$ cat src/rtl/alu16_fsm.sv
// rtl/alu16_fsm.sv - 16-bit multi-function ALU sequenced by a one-op-per-state FSM
// Opcode sampled in IDLE; the matching op state registers its unit's output and returns to IDLE.
module alu16_fsm (
  input  logic        clk,
  input  logic        rst,
  input  logic        mov_enable,
  input  logic [5:0]  op_code,
  input  logic [15:0] a,
  input  logic [15:0] b,
  input  logic        bin,
  input  logic        cin,
  output logic [15:0] result,
  output logic [15:0] remainder,
  output logic        bout,
  output logic        busy
);

  // State encodings equal their opcodes so IDLE can dispatch with a direct cast.
  typedef enum logic [5:0] {
    S_IDLE = 6'h00, S_ADD = 6'h01, S_SUB = 6'h02, S_INC = 6'h03,
    S_DEC  = 6'h04, S_MOD = 6'h05, S_AND = 6'h06, S_MOV = 6'h08,
    S_NOT  = 6'h09, S_OR  = 6'h0A, S_XOR = 6'h0B, S_MUL = 6'h0C,
    S_LSL  = 6'h0D, S_LSR = 6'h0E, S_RSL = 6'h0F, S_RSR = 6'h10,
    S_DIV  = 6'h11
  } state_t;

  state_t      r_state;
  logic [15:0] r_result;
  logic [15:0] r_remainder;
  logic        r_bout;

  logic        w_legal;
  logic [15:0] w_add;
  logic [16:0] w_sub;
  logic [15:0] w_mul;
  logic [15:0] w_quot;
  logic [15:0] w_rem;
  logic [15:0] w_lsl;
  logic [15:0] w_lsr;
  logic [15:0] w_rol;
  logic [15:0] w_ror;

  assign w_legal = (op_code != 6'h00) && (op_code != 6'h07) && (op_code <= 6'h11);

  assign w_add  = a + b + {15'd0, cin};
  // Bit 16 of the widened difference is the borrow-out.
  assign w_sub  = {1'b0, a} - {1'b0, b} - {16'd0, bin};
  assign w_mul  = a * b;
  assign w_quot = (b == 16'd0) ? 16'hFFFF : a / b;
  assign w_rem  = (b == 16'd0) ? a : a % b;
  assign w_lsl  = (b > 16'd15) ? 16'd0 : (a << b[3:0]);
  assign w_lsr  = (b > 16'd15) ? 16'd0 : (a >> b[3:0]);
  assign w_rol  = (a << b[3:0]) | (a >> (5'd16 - {1'b0, b[3:0]}));
  assign w_ror  = (a >> b[3:0]) | (a << (5'd16 - {1'b0, b[3:0]}));

  always_ff @(posedge clk) begin
    if (rst) begin
      r_state     <= S_IDLE;
      r_result    <= 16'd0;
      r_remainder <= 16'd0;
      r_bout      <= 1'b0;
    end else begin
      r_state <= S_IDLE;
      case (r_state)
        S_IDLE: if (w_legal) r_state <= state_t'(op_code);
        S_ADD:  r_result <= w_add;
        S_SUB:  begin r_result <= w_sub[15:0]; r_bout <= w_sub[16]; end
        S_INC:  r_result <= a + 16'd1;
        S_DEC:  r_result <= a - 16'd1;
        S_MOD:  r_result <= w_rem;
        S_AND:  r_result <= a & b;
        S_MOV:  if (mov_enable) r_result <= a;
        S_NOT:  r_result <= ~a;
        S_OR:   r_result <= a | b;
        S_XOR:  r_result <= a ^ b;
        S_MUL:  r_result <= w_mul;
        S_LSL:  r_result <= w_lsl;
        S_LSR:  r_result <= w_lsr;
        S_RSL:  r_result <= w_rol;
        S_RSR:  r_result <= w_ror;
        S_DIV:  begin r_result <= w_quot; r_remainder <= w_rem; end
        default: r_state <= S_IDLE;
      endcase
    end
  end

  assign result    = r_result;
  assign remainder = r_remainder;
  assign bout      = r_bout;
  assign busy      = (r_state != S_IDLE);

endmodule

$ cat config.mk
export PLATFORM = sky130hd
export DESIGN_NAME = alu16_fsm
export DESIGN_NICKNAME = d
export VERILOG_FILES = /design/src/rtl/alu16_fsm.sv
export SDC_FILE = /design/constraint.sdc
export NUM_CORES = 1
export LEC_CHECK = 0
export CAP_MARGIN = 20
export CELL_PAD_IN_SITES_DETAIL_PLACEMENT = 1
export CELL_PAD_IN_SITES_GLOBAL_PLACEMENT = 1
export CORE_ASPECT_RATIO = 1.25
export CORE_MARGIN = 4
export CORE_UTILIZATION = 39
export CTS_BUF_LIST = sky130_fd_sc_hd__clkbuf_16
export DETAILED_ROUTE_END_ITERATION = 7
export HOLD_SLACK_MARGIN = 0.06
export PLACE_DENSITY = 0.78
export SYNTH_ARGS = -nofsm -noshare
export SYNTH_HDL_FRONTEND = slang
export SYNTH_SLANG_ARGS = --single-unit
$ cat constraint.sdc
create_clock -name clk -period 45.9 [get_ports clk]
set_clock_uncertainty 0.05 [all_clocks]
set_input_delay 4.59 -clock clk [delete_from_list [all_inputs] [get_ports clk]]
set_output_delay 4.59 -clock clk [all_outputs]
set_load 0.01 [all_outputs]
==> metrics.yaml <==
hpwl_mm: 75.5
synth.avg_cell_area_um2: 7.12
syn_nets: 3131
synth_top_area_frac: 0.172
synth_area_leaders: "ha_1, fa_1, nor2_1"
ios: 77
period_minus_slack_ns: 36.65
fp-row-count: 91
drt_iter0_drc: 1892
viasPerCell: 6.61
synth_edf_count: 0
fin_tns_setup_ns: 0
ff2ff_setup_slack_ns: 41.32
antenna_found_initial: 4
die_x_um: 208
synth_cells: 2735
clkTransAtPathRegs_ns: 0.06
ir_worst_vdd_v: 0.0000754
setup_slack_ns: 9.25
insertion_delay_ns: 0.29
start_util: 0.394
ys_ff_latch: 39
cts_buffers: 5
syn2layout_area_growth_pct: 8.62
synth.most_common_cell: "nor2_1"
wl_per_cell_um: 28.6
dp.cells: 3383
drive_above_1_share: 0.0671
die_area_mm2: 0.0536
synth_top_family_by_area: "compound AO/OA/AOI/OAI gates"
yosys.area.top_type: "ha_1"
endpoint: "result[15]$_SDFFE_PP0P_"
synth_compound_area_frac: 0.291
io_buffer_count: 76
crit_slowest_cell: "clkdlybuf4s50_1"
root_buffer: "clkbuf_16"
final_cells: 3397
start_kind: "input port"
clock-sinks: 39
fp.dieH_um: 258
cts-hold-fix-buffers: 0
htree_levels: 2
arrival_ns: 36.81
place.gp.congestion: 1.02
drcViolationCount: 0
cts_resized: 0
final_net_count: 3139
grt_pass1_vias: 23200
grt_max_degree: 50
track_usage: 0.346
power_density_mw_per_mm2: 31.5
postCtsSetupRepairBufs: 0
fp.coreArea_mm2: 0.0494
worstPathRequired_ns: 46.05
drv_slew: 0
ctsLongestPathBuffers: 2
yosys.area_share.simple: 0.214
rr_endpoint: "result[13]$_SDFFE_PP0P_"
final_antenna_net_count: 0
finalSetupViolCount: 0
cts_tree: "done"
ys_seq_area_frac: 0.0401
max_stage_delay_ns: 0.89
crit_type: "input port to flip-flop"
wl_mm: 97.0
synthMuxAreaShare: 0.0454
netlist_area_mm2: 0.0195
slew-limit-headroom: 0.189
grt_first_pass_wirelength_mm: 145
cp-startpoint: "b[7]"
dr_total_vias: 22500
r2r_cells: 11
cp_common_cell: "ha_1"
drt_pass1_iterations: 7
synth_cell_types: 107
holdCritPathClass: "flip-flop to flip-flop"
worstMarginPinSlew_ns: 1.19
grt-ovfl-total: 0
setup.worst_path.end_class: "flip-flop"
pre_cts_ws_ns: 8.57
synth_common_cells: "nor2_1, nand2_1, ha_1, a21oi_1, inv_1"
regToRegStartpoint: "r_state[0]$_SDFF_PP0_"
post-route-period-util: 0.799
rsz0062_at_grt: "false"
finalHoldViolations: 0
p_leak_nw: 9.03
synthAdderAreaFrac: 0.260
ys.flop_type: "dfxtp_1"
yosysWarnings: 0
synthXorXnorAreaFrac: 0.0787
cp_max_fo: 25
synthArstFlopShare: 0
drv_cap: 0
fmax_mhz: 27.3
status: "completed"
==> layout by cell type, fill, tap and decap left out, drive strengths merged, types with 52 or more instances in the layout <==
master	instances
nor2	310
nand2	280
ha	267
a21oi	222
inv	210
o21ai	153
xnor2	104
fa	86
clkdlybuf4s50	73
xor2	71
nor3	69
buf	69
mux2i	52
==> cell families (layout without fill, tap and decap cells) <==
logic type	Yosys count	count (layout)
compound gates	833	833
xor+xnor	175	175
fa+ha+maj	353	353
buf+inv	354	363
flops	39	39
mux	78	78
other cells	1	3
simple gates	902	902
==> sequential cells by signal (all words and copies together), names as in the netlist <==
signal	count
result	16
bout	1
remainder	16
r_state	6
==> through the flow <==
step           hold WS [ns]  utilization  total power, W  instance area, um2
2_1_floorplan         0.424            -        0.000409               19500
3_3_place_gp          0.397        0.424        0.000599               20900
3_5_place_dp          0.407        0.424        0.000617               20900
4_1_cts               0.415        0.427        0.000661               21100
5_1_grt               0.435        0.428        0.000716               21200
6_report              0.411        0.428        0.000667               21200
==> final cells by class <==
| cell class | count | area (um2) |
|---|---|---|
| Fill cell | 6316 | 28300 |
| Timing Repair Buffer | 142 | 1250 |
| Clock inverter | 3 | 42.5 |
| Tap cell | 651 | 815 |
| Clock buffer | 5 | 125 |
| Antenna cell | 2 | 5.00 |
| Multi-Input combinational cell | 2342 | 17300 |
| Inverter | 213 | 800 |
| Sequential cell | 39 | 782 |
==> layer usage <==
layer  routed length (um)  GRT usage  up-vias
met5                   45          0        -
met4                 9010      0.245        6
met3                 6710     0.0446      406
met2                45000      0.584     1050
met1                36300      0.404    11200
li1                     -          -     9847
==> worst min-delay path by stage <==
| stage | start | to | slack, ns | cells past startpoint |
|---|---|---|---|---|
| 3_5_place_dp | remainder[9]$_SDFFE_PP0P_ | remainder[9]$_SDFFE_PP0P_ | 0.41 | 2 |
| 2_1_floorplan | result[4]$_SDFFE_PP0P_ | result[4]$_SDFFE_PP0P_ | 0.42 | 2 |
| 4_1_cts | remainder[9]$_SDFFE_PP0P_ | remainder[9]$_SDFFE_PP0P_ | 0.42 | 2 |
| 5_1_grt | remainder[9]$_SDFFE_PP0P_ | remainder[9]$_SDFFE_PP0P_ | 0.43 | 2 |
| 3_3_place_gp | remainder[9]$_SDFFE_PP0P_ | remainder[9]$_SDFFE_PP0P_ | 0.40 | 2 |
| 6_report | remainder[15]$_SDFFE_PP0P_ | remainder[15]$_SDFFE_PP0P_ | 0.41 | 2 |
==> power breakdown <==
group / switching, W / internal (W)
Combinational: 0.000379 / 0.000212
Clock: 0.0000155 / 0.0000257
Sequential: 0.00000100 / 0.0000346
Total: 0.000396 / 0.000272
==> critical path, delay by kind of cell <==
family,cells,cell delay (ns)
AO/OA/AOI/OAI,59,16.29
AND/OR/NAND/NOR,35,9.06
adder cells (fa/ha/maj),15,4.61
buffers and inverters,6,1.65
multiplexers,1,0.41
XOR/XNOR,1,0.15
Note: power is estimated with default switching activity, not from simulation.
